`src/rtl/lane_scroll_controller.sv`:
```
// Per-lane horizontal scroll offsets for a river-crossing playfield: a frame-rate
// sweep FSM advances each lane's offset, and a registered pixel path remaps X per lane.
module lane_scroll_controller #(
    parameter int X_FRAME    = 640,
    parameter int BANK_WIDTH = 80,
    parameter int LANE_H     = 40,
    parameter int NUM_LANES  = 8
) (
    input  logic        CLK,
    input  logic        RESETn,
    input  logic        startOfFrame,
    input  logic [10:0] oCoord_X,
    input  logic [10:0] oCoord_Y,
    input  logic        cfg_we,
    input  logic [2:0]  cfg_lane,
    input  logic [3:0]  cfg_speed,
    input  logic        cfg_dir,
    input  logic        pause,
    output logic        lane_valid,
    output logic [2:0]  lane_idx,
    output logic [9:0]  scroll_X,
    output logic        update_busy,
    output logic [7:0]  frame_cnt,
    output logic        overrun
);

    localparam logic [10:0] X_FRAME_W  = 11'(X_FRAME);
    localparam logic [10:0] RIVER_TOP  = 11'(BANK_WIDTH);
    localparam logic [10:0] RIVER_END  = 11'(BANK_WIDTH + NUM_LANES * LANE_H);
    localparam logic [2:0]  LAST_LANE  = 3'(NUM_LANES - 1);

    typedef enum logic {
        IDLE   = 1'b0,
        UPDATE = 1'b1
    } state_t;

    state_t      state_r;
    logic [2:0]  lane_cnt_r;
    logic [9:0]  offset_r [NUM_LANES];
    logic [3:0]  speed_r  [NUM_LANES];
    logic        dir_r    [NUM_LANES];
    logic        update_busy_r;
    logic [7:0]  frame_cnt_r;
    logic        overrun_r;

    logic [9:0]  cur_off_s;
    logic [3:0]  cur_spd_s;
    logic        cur_dir_s;
    logic [10:0] sum_up_s;
    logic [9:0]  next_off_s;

    logic        pix_valid_s;
    logic [2:0]  pix_idx_s;
    logic [10:0] pix_sum_s;
    logic [9:0]  pix_scroll_s;
    logic        lane_valid_r;
    logic [2:0]  lane_idx_r;
    logic [9:0]  scroll_x_r;

    // Next offset of the lane under sweep; reads speed/dir before any same-cycle config write.
    always_comb begin
        cur_off_s  = offset_r[lane_cnt_r];
        cur_spd_s  = speed_r[lane_cnt_r];
        cur_dir_s  = dir_r[lane_cnt_r];
        sum_up_s   = {1'b0, cur_off_s} + {7'd0, cur_spd_s};
        next_off_s = cur_off_s;
        if (cur_dir_s == 1'b0) begin
            if (sum_up_s >= X_FRAME_W) begin
                next_off_s = 10'(sum_up_s - X_FRAME_W);
            end else begin
                next_off_s = sum_up_s[9:0];
            end
        end else begin
            if (cur_off_s >= {6'd0, cur_spd_s}) begin
                next_off_s = cur_off_s - {6'd0, cur_spd_s};
            end else begin
                next_off_s = 10'(X_FRAME_W + {1'b0, cur_off_s} - {7'd0, cur_spd_s});
            end
        end
    end

    // Frame sweep FSM: one lane per cycle, frame counter and sticky overrun flag.
    always_ff @(posedge CLK or posedge RESETn) begin
        if (RESETn) begin
            state_r       <= IDLE;
            lane_cnt_r    <= 3'd0;
            update_busy_r <= 1'b0;
            frame_cnt_r   <= 8'd0;
            overrun_r     <= 1'b0;
            for (int i = 0; i < NUM_LANES; i++) begin
                offset_r[i] <= 10'd0;
            end
        end else begin
            case (state_r)
                IDLE: begin
                    if (startOfFrame && !pause) begin
                        state_r       <= UPDATE;
                        lane_cnt_r    <= 3'd0;
                        update_busy_r <= 1'b1;
                    end
                end
                UPDATE: begin
                    offset_r[lane_cnt_r] <= next_off_s;
                    if (startOfFrame) begin
                        overrun_r <= 1'b1;
                    end
                    if (lane_cnt_r == LAST_LANE) begin
                        state_r       <= IDLE;
                        lane_cnt_r    <= 3'd0;
                        update_busy_r <= 1'b0;
                        frame_cnt_r   <= frame_cnt_r + 8'd1;
                    end else begin
                        lane_cnt_r <= lane_cnt_r + 3'd1;
                    end
                end
                default: begin
                    state_r       <= IDLE;
                    lane_cnt_r    <= 3'd0;
                    update_busy_r <= 1'b0;
                end
            endcase
        end
    end

    // Lane configuration writes, accepted in any FSM state.
    always_ff @(posedge CLK or posedge RESETn) begin
        if (RESETn) begin
            for (int i = 0; i < NUM_LANES; i++) begin
                speed_r[i] <= 4'd0;
                dir_r[i]   <= 1'b0;
            end
        end else if (cfg_we) begin
            speed_r[cfg_lane] <= cfg_speed;
            dir_r[cfg_lane]   <= cfg_dir;
        end
    end

    // Pixel decode: lane from Y by threshold compare, X shifted by that lane's offset.
    always_comb begin
        pix_valid_s  = 1'b0;
        pix_idx_s    = 3'd0;
        pix_sum_s    = 11'd0;
        pix_scroll_s = 10'd0;
        if (oCoord_Y >= RIVER_TOP && oCoord_Y < RIVER_END && oCoord_X < X_FRAME_W) begin
            pix_valid_s = 1'b1;
            for (int k = 1; k < NUM_LANES; k++) begin
                pix_idx_s = (oCoord_Y >= 11'(BANK_WIDTH + k * LANE_H)) ? 3'(k) : pix_idx_s;
            end
            pix_sum_s = oCoord_X + {1'b0, offset_r[pix_idx_s]};
            if (pix_sum_s >= X_FRAME_W) begin
                pix_scroll_s = 10'(pix_sum_s - X_FRAME_W);
            end else begin
                pix_scroll_s = pix_sum_s[9:0];
            end
        end else begin
            pix_valid_s  = 1'b0;
            pix_idx_s    = 3'd0;
            pix_scroll_s = 10'd0;
        end
    end

    // Pixel path output registers.
    always_ff @(posedge CLK or posedge RESETn) begin
        if (RESETn) begin
            lane_valid_r <= 1'b0;
            lane_idx_r   <= 3'd0;
            scroll_x_r   <= 10'd0;
        end else begin
            lane_valid_r <= pix_valid_s;
            lane_idx_r   <= pix_idx_s;
            scroll_x_r   <= pix_scroll_s;
        end
    end

    assign lane_valid  = lane_valid_r;
    assign lane_idx    = lane_idx_r;
    assign scroll_X    = scroll_x_r;
    assign update_busy = update_busy_r;
    assign frame_cnt   = frame_cnt_r;
    assign overrun     = overrun_r;

endmodule

```
`config.mk`:
```
export PLATFORM = sky130hd
export DESIGN_NAME = lane_scroll_controller
export DESIGN_NICKNAME = d
export VERILOG_FILES = /design/src/rtl/lane_scroll_controller.sv
export SDC_FILE = /design/constraint.sdc
export NUM_CORES = 1
export LEC_CHECK = 0
export ABC_CLOCK_PERIOD_IN_PS = 5300
export BUFFER_PORTS_ARGS = -buffer_cell sky130_fd_sc_hd__buf_2
export CAP_MARGIN = 20
export CORE_MARGIN = 2
export CORE_UTILIZATION = 50
export DETAILED_ROUTE_END_ITERATION = 16
export HOLD_SLACK_MARGIN = 0.1
export PLACE_DENSITY = 0.7
export SETUP_SLACK_MARGIN = 0.15
export SLEW_MARGIN = 20
export SYNTH_ARGS = -nofsm -noshare
export SYNTH_HDL_FRONTEND = slang
export SYNTH_SLANG_ARGS = --single-unit
```
`constraint.sdc`:
```
create_clock -name CLK -period 5.3 [get_ports CLK]
set_input_delay 0.53 -clock CLK [delete_from_list [all_inputs] [get_ports CLK]]
set_output_delay 0.53 -clock CLK [all_outputs]
set_load 0.1 [all_outputs]
```
Word-level counts from Yosys, hierarchy flattened
Cells that the tools add are included.

Bits in registers: 148. Output and inout bits: 24. Input port bits: 35.

Magnitude comparators: 18. Reductions and logical operators: 9. Mux-type cells: 44. Eq/ne operators: 3. Add/sub/neg operators: 9. Bitwise operators: 4.

Operator list (number): $mux W10 (10); $bwmux W80 (1); $bmux W10 S3 (2); $ge A11 B8 Y1 const B (3); $ge A11 B9 Y1 const B (3); $bwmux W32 (1); $demux W10 S3 (1); $ge A11 B10 Y1 const B (2); $ge A11 B7 Y1 const B (2); $mux W3 (7); $sub A10 B10 Y10 const B (2); $sub A10 B4 Y10 (2); $bmux W4 S3 (1); $demux W4 S3 (1); $ge A4 B4 Y1 const B (3); $mux W4 (3); $not A3 Y4 (3); $add A10 B4 Y11 (1); $add A11 B10 Y11 (1); $lt A11 B10 Y1 const B (1); $lt A11 B9 Y1 const B (1); $add A10 B10 Y10 const A (1); $ge A10 B4 Y1 (1); $mux W1 (9); 16 further kinds (25).

Longest topological paths before layout
Gate-level depths: netlist (run 1).

Depth in word-level cells: 16. Mapped depth: 22.

Worst setup path after synthesis (run 1)
Ideal clock, no wire load.

Path type: reg2reg. Start point: register lane_cnt_r[0]. End point: register offset_r[9] in the netlist's numbering. Setup slack: 246 ps. Arrival: 4918 ps. Path buffers: 4. Required time: 5163 ps. Cell stages (with the launch flop): 18. Path through: dfrtp_1 buf_2 buf_2 buf_2 clkbuf_1 mux4_2 mux2i_1 ha_1 ha_1 fa_1 a21oi_1 o21ai_0 a221o_1 a211oi_1 xor2_1 mux2i_1 mux2i_2 o21ai_0.

Longest elaborated chain between the ends: 9.

RTL lines: from (decl) (line 38) `logic [2:0] lane_cnt_r;`; from (signal assigned) (line 113) `lane_cnt_r <= lane_cnt_r + 3'd1;`; $not A3 Y4 (implied by the code) (*); $bmux W10 S3 or $bmux W4 S3 (tied branches) (line 62, 63); $mux W10 (implied by the code) or $mux W4 (tied branches) (2 in a row) (line 62, 63); $add A10 B4 Y11 or $add A10 B10 Y10 (tied branches) (line 65, 77); $sub A10 B10 Y10 (tied with other cells) (line 69) `next_off_s = 10'(sum_up_s - X_FRAME_W);`; $mux W10, on equally long branches (line 68, 74); $mux W10 (line 67) `if (cur_dir_s == 1'b0) begin`; $bwmux W80 (*) (line 103) `offset_r[lane_cnt_r] <= next_off_s;`; to (signal, indexed assignment) (line 103); to (decl) (line 39) `logic [9:0] offset_r [NUM_LANES];`.

Every way passes the cells marked *; elsewhere a longest branch is shown, timed or not. The select of a mux whose other input is x is not followed. A chain may end at the register's enable or synchronous reset.

Worst setup path after layout (run 1)
Ends and elaborated chain as after synthesis.

==> results of run 1 <==
## Yosys cell counts (3+ instances only)
library cell / number
a211oi_1: 4
o21ai_2: 8
dfrtp_1: 148
nand3_1: 15
mux4_2: 50
and3_1: 8
o21bai_1: 3
ha_1: 41
nand4b_1: 4
buf_1: 4
o21ai_0: 80
nand3b_1: 4
a21oi_1: 25
o22ai_1: 4
nand4_1: 3
fa_1: 6
nor2_1: 34
nand2_1: 124
clkbuf_1: 32
xnor2_1: 18
mux2_2: 56
mux2i_1: 14
or2_2: 4
and2_1: 4
nand2b_1: 6
or3_1: 3
buf_2: 5
nor2b_1: 15
xor2_1: 10
o21ai_1: 20
nor3_1: 12
inv_1: 29
## flip-flops by register name (all words and copies together) (netlist names)
signal       count
state_r          1
speed_r         32
update_busy      1
overrun          1
scroll_X        10
lane_valid       1
frame_cnt        8
dir_r            8
lane_idx         3
offset_r        80
lane_cnt_r       3
## logic make-up after synthesis
logic type / count (synthesis) / share of synthesized area
AO/OA/AOI/OAI: 171 / 0.1151
XOR/XNOR: 29 / 0.02868
adder cells (fa/ha/maj): 47 / 0.06943
buffers and inverters: 75 / 0.03348
flip-flops: 148 / 0.4061
multiplexers: 127 / 0.2234
AND/OR/NAND/NOR: 244 / 0.1238
## layer usage
layer  GRT usage  vias up
li1            -     3123
met5           0        -
met2      0.3785      168
met3     0.03419       44
met1      0.3061     3259
met4     0.08825        0
## final timing paths
kind                       slack, ns          start     endpoint  cells past startpoint
min in group CLK                0.33   startOfFrame      overrun                      2
min                             0.28         RESETn  offset_r[1]                      2
max                             0.58  lane_cnt_r[0]  offset_r[9]                     14
min reg2reg                     0.46        overrun      overrun                      1
max in group asynchronous       3.84         RESETn  offset_r[7]                      3
max reg2reg                     0.58  lane_cnt_r[0]  offset_r[9]                     14
## area by class of cell
class / instances / share of cell area
well taps: 229 / 0.02818
clock inverters: 10 / 0.008491
inverters: 32 / 0.01255
multi-input cells: 618 / 0.5038
repair buffers: 69 / 0.03864
clock buffers: 19 / 0.04356
flip-flops and latches: 148 / 0.3648
## repair_timing
item / 4_1_cts / 5_1_grt
endpoints found under the hold margin: 0 / 0
buffers inserted: 0 / 0
resized for setup: 0 / 2
setup endpoints to repair: 0 / 3
## worst max-delay path, cell delays in order (launching register included)
cell and delay (ns):
dfrtp_4 0.63, mux4_2 0.58, mux2i_1 0.36, inv_1 0.16
ha_1 0.34, ha_1 0.22, fa_1 0.41, a21oi_1 0.14
o21ai_0 0.14, a221o_1 0.35, a211oi_1 0.28, xor2_1 0.21
mux2i_1 0.11, mux2i_2 0.45, o21ai_0 0.16
## per-stage QoR
| stage | cells | cell area (um^2) | util | setup slack, ns | hold slack (ns) |
|---|---|---|---|---|---|
| 6_report | 1125 | 10170 | 0.5679 | 0.5755 | 0.2777 |
| 5_1_grt | 1125 | 10170 | 0.5679 | 0.1754 | 0.3315 |
| 4_1_cts | 1125 | 10160 | 0.5677 | 0.4216 | 0.3190 |
| 3_5_place_dp | 1096 | 9634 | 0.5382 | 0.07033 | 0.4491 |
| 3_3_place_gp | 1096 | 9634 | 0.5382 | 0.06727 | 0.4341 |
| 2_1_floorplan | 841 | 9119 | - | 0.2455 | 0.4609 |
==> flow_summary.json, run 1 <==
{
  "fmaxAchievable_ghz": 0.2117,
  "path_class": "flip-flop to flip-flop",
  "hold_buffers": 0,
  "setup_violations": 0,
  "insertion_delay_ns": 0.42,
  "min_period_ns": 4.724,
  "io_buffers": 55,
  "h-tree-depth": 4,
  "vias": 6594,
  "routed_wl_mm": 20.70,
  "numCtsBuffers": 17,
  "maxSlewHeadroom": 0.2830,
  "final_net_count": 968,
  "gp_congestion": 0.8399,
  "dr.pass1.iters": 6,
  "grt_overflow": 0,
  "first_global_vias": 6773,
  "avgViaCountPerCell": 5.861,
  "clk_pin_slew_ns": 0.06,
  "fill_cells": 1527,
  "multi_input_area_mm2": 0.005122,
  "wl_per_cell_um": 18.40,
  "yosys.area.top_type": "dfrtp_1",
  "netlist_instances": 841,
  "synth_cell_type_count": 66,
  "slew_violations": 0,
  "async_flop_share": 1.000,
  "synthToLayoutAreaGrowth_pct": 11.50,
  "drc": 0,
  "antenna_left": 0,
  "worst-endpoint-arrival_ns": 4.99,
  "grt_first_pass_wirelength_mm": 34.89,
  "cts-root-buf": "clkbuf_16",
  "hold_class": "primary input to asynchronous set/reset pin",
  "grt_max_degree": 98,
  "end_kind": "flip-flop",
  "worstMarginPinSlew_ns": 1.067,
  "synth_area_mm2": 0.009119,
  "synth_area_leaders": "dfrtp_1, mux4_2, mux2_2, ha_1, nand2_1",
  "cp-start-kind": "flip-flop",
  "die_y_um": 139.0,
  "cts_sinks": 148,
  "synth_edf_count": 0,
  "m1WireLength_mm": 9.238,
  "synth-main-ff-cell": "dfrtp_1",
  "finClkSkew_ns": 0.009041,
  "antenna_found_initial": 0,
  "ys_seq_area_frac": 0.4061,
  "hold_viol_final": 0,
  "route.met3.wl_um": 870,
  "dp_hpwl_mm": 14.14,
  "drv_cap": 0,
  "layout_commonest_cell": "dfrtp_1",
  "highest_layer": "met4",
  "start_util": 0.5094,
  "crit_required_ns": 5.56,
  "clk_path_buf_depth": 2,
  "die_area_mm2": 0.01933,
  "core_area_mm2": 0.01790,
  "cts_tree": "built",
  "num_rows": 49,
  "syn_area_per_cell_um2": 10.84,
  "yosysWarningCount": 0,
  "critPathMaxFanout": 15,
  "mostFrequentLayoutCells": "dfrtp_1, nand2_1, o21ai_0",
  "setup_tns_ns": 0,
  "dr_wl_met2_mm": 10.16,
  "grt_use_total": 0.2283,
  "outcome": "finished clean",
  "seq_area_mm2": 0.003709,
  "syn_nets": 923,
  "rsz0062_at_grt": "no",
  "die_width_um": 139.0,
  "synth_seq_cells": 148,
  "synth_top_area_frac": 0.4061,
  "drive_gt1_frac": 0.2634,
  "drt_iter0_drc": 313,
  "boundaryPins": 59,
  "period_share": 0.8914,
  "diodes": 0
}
Power of run 1 is not shown: default switching activity piles up to over one toggle a cycle in this logic, so the estimate is an artifact.
==> run 2, diff against run 1 <==
CORE_ASPECT_RATIO = 1.2   (was unset)
==> flow_summary.json, run 2 (synthesis results as in run 1) <==
{
  "outcome": "finished clean",
  "core_area_mm2": 0.01804,
  "critPathMaxFanout": 14,
  "end_kind": "flip-flop",
  "min_period_ns": 4.790,
  "boundaryPins": 59,
  "fin_cells": 1126,
  "wl_per_cell_um": 18.01,
  "numCtsBuffers": 17,
  "cp_slowest_cell": "o41ai_1",
  "post-route-util": 0.5689,
  "hold_viol_final": 0,
  "vias": 6544,
  "drt_iter0_drc": 501,
  "cts_sinks": 148,
  "maxSlewHeadroom": 0.3036,
  "grt_first_pass_wirelength_mm": 34.23,
  "num_rows": 54,
  "clk_pin_slew_ns": 0.06,
  "whs_ns": 0.2252,
  "routed_wl_mm": 20.28,
  "start_util": 0.5055,
  "io_buffers": 55,
  "crit_required_ns": 5.62,
  "die_y_um": 151.9,
  "dp_hpwl_mm": 14.37,
  "grt_max_degree": 120,
  "hold_class": "primary input to asynchronous set/reset pin",
  "fill_cells": 1530,
  "rsz0062_at_grt": "yes",
  "avgViaCountPerCell": 5.812,
  "layout_commonest_cell": "dfrtp_1",
  "synthToLayoutAreaGrowth_pct": 12.54,
  "first_global_vias": 6813,
  "insertion_delay_ns": 0.43,
  "dp_slack_ns": -0.08298,
  "dr.pass1.iters": 5,
  "h-tree-depth": 4,
  "cts_tree": "built",
  "clk_path_buf_depth": 2,
  "final_net_count": 971,
  "fmaxAchievable_ghz": 0.2088,
  "slew_violations": 0,
  "worstMarginPinSlew_ns": 1.042,
  "antenna_left": 0,
  "die_width_um": 127.3,
  "gp_congestion": 0.8819,
  "period_share": 0.9037,
  "antenna_found_initial": 0,
  "drive_gt1_frac": 0.2705,
  "dp.cells": 1093,
  "worst-endpoint-arrival_ns": 5.11,
  "drc": 0,
  "max_stage_delay_ns": 0.54,
  "cp-start-kind": "primary input",
  "top_register": "offset_r",
  "fin_ws_ns": 0.5102,
  "grt_overflow": 0,
  "mostFrequentLayoutCells": "dfrtp_1, nand2_1, o21ai_0",
  "path_class": "primary input to flip-flop",
  "cts-root-buf": "clkbuf_16",
  "drv_cap": 0,
  "die_area_mm2": 0.01934,
  "worstPathCellList": "buf_2, nand2_1, nor2_1, a2111o_1, a21oi_1, o21ai_0, and3_2, mux4_2, mux2_2, ha_1, a21oi_1, o211ai_1, o41ai_1, xor2_1, ha_1, a31oi_1, a311oi_1, nor2b_1, a211oi_1",
  "grt_use_total": 0.2254,
  "finClkSkew_ns": 0.009510,
  "largest_register_ffs": 80,
  "setup_violations": 0,
  "diodes": 0
}
[run 2: changes by cell type in the layout (fill, tap and decap cells not counted)]
cell,previous run,this run
clkbuf_8,1,2
inv_8,0,2
clkinvlp_4,3,5
clkinv_4,0,2
buf_4,13,16
bufinv_16,1,2
clkinv_2,5,1
clkbuf_1,1,0
mux2i_1,14,13
mux2i_2,2,3
[run 2: layer usage]
metal | vias up | wire, um | global-route usage
met5 | - | 0 | 0
met1 | 3216 | 8430 | 0.2810
met3 | 31 | 824 | 0.04296
met4 | 0 | 494 | 0.08059
li1 | 3127 | - | -
met2 | 170 | 10530 | 0.3906
[run 2: repair_timing]
| action | 4_1_cts | 5_1_grt |
|---|---|---|
| hold buffers | 0 | 0 |
| buffers inserted | 0 | 1 |
| gates resized for setup | 0 | 2 |
| setup endpoints to repair | 0 | 13 |
[run 2: metrics by stage]
stage | TNS, ns | cell area (um^2)
global placement | 0 | 9643
detailed placement | -0.08298 | 9643
floorplan | 0 | 9119
finish | 0 | 10260
global route | 0 | 10260
CTS | 0 | 10240
[run 2: path summary, 6_finish.rpt]
kind                                     from           end  slack (ns)  depth (start not counted)
worst max-delay path              oCoord_Y[6]   scroll_X[8]        0.51                         19
worst min-delay path                   RESETn   speed_r[21]        0.23                          2
worst max register to register  lane_cnt_r[0]   offset_r[9]        0.55                         14
worst min register to register        overrun       overrun        0.46                          1
max in group asynchronous              RESETn  offset_r[69]        4.07                          3
min in group CLK                 startOfFrame       overrun        0.33                          2
[run 2: layout make-up]
cell class                 count  area [um^2]  area share
timing repair buffer          72        415.4     0.04048
tap                          224        280.3     0.02731
inverter                      32        130.1     0.01268
clock buffer                  19        452.9     0.04414
clock inverter                13        148.9     0.01451
multi-input combinational    618         5126      0.4995
sequential                   148         3709      0.3614
[run 2: worst max-delay path: cells and delay by family]
kind                       cells  cell delay, ns
buffers and inverters          1            0.13
adders and majority gates      2            0.51
xor gates and xnor gates       1            0.32
AOI/OAI and AO/OA              9            2.31
and+or+nand+nor                4            0.66
muxes                          2            0.64
Power of run 2 is left out for the same reason.
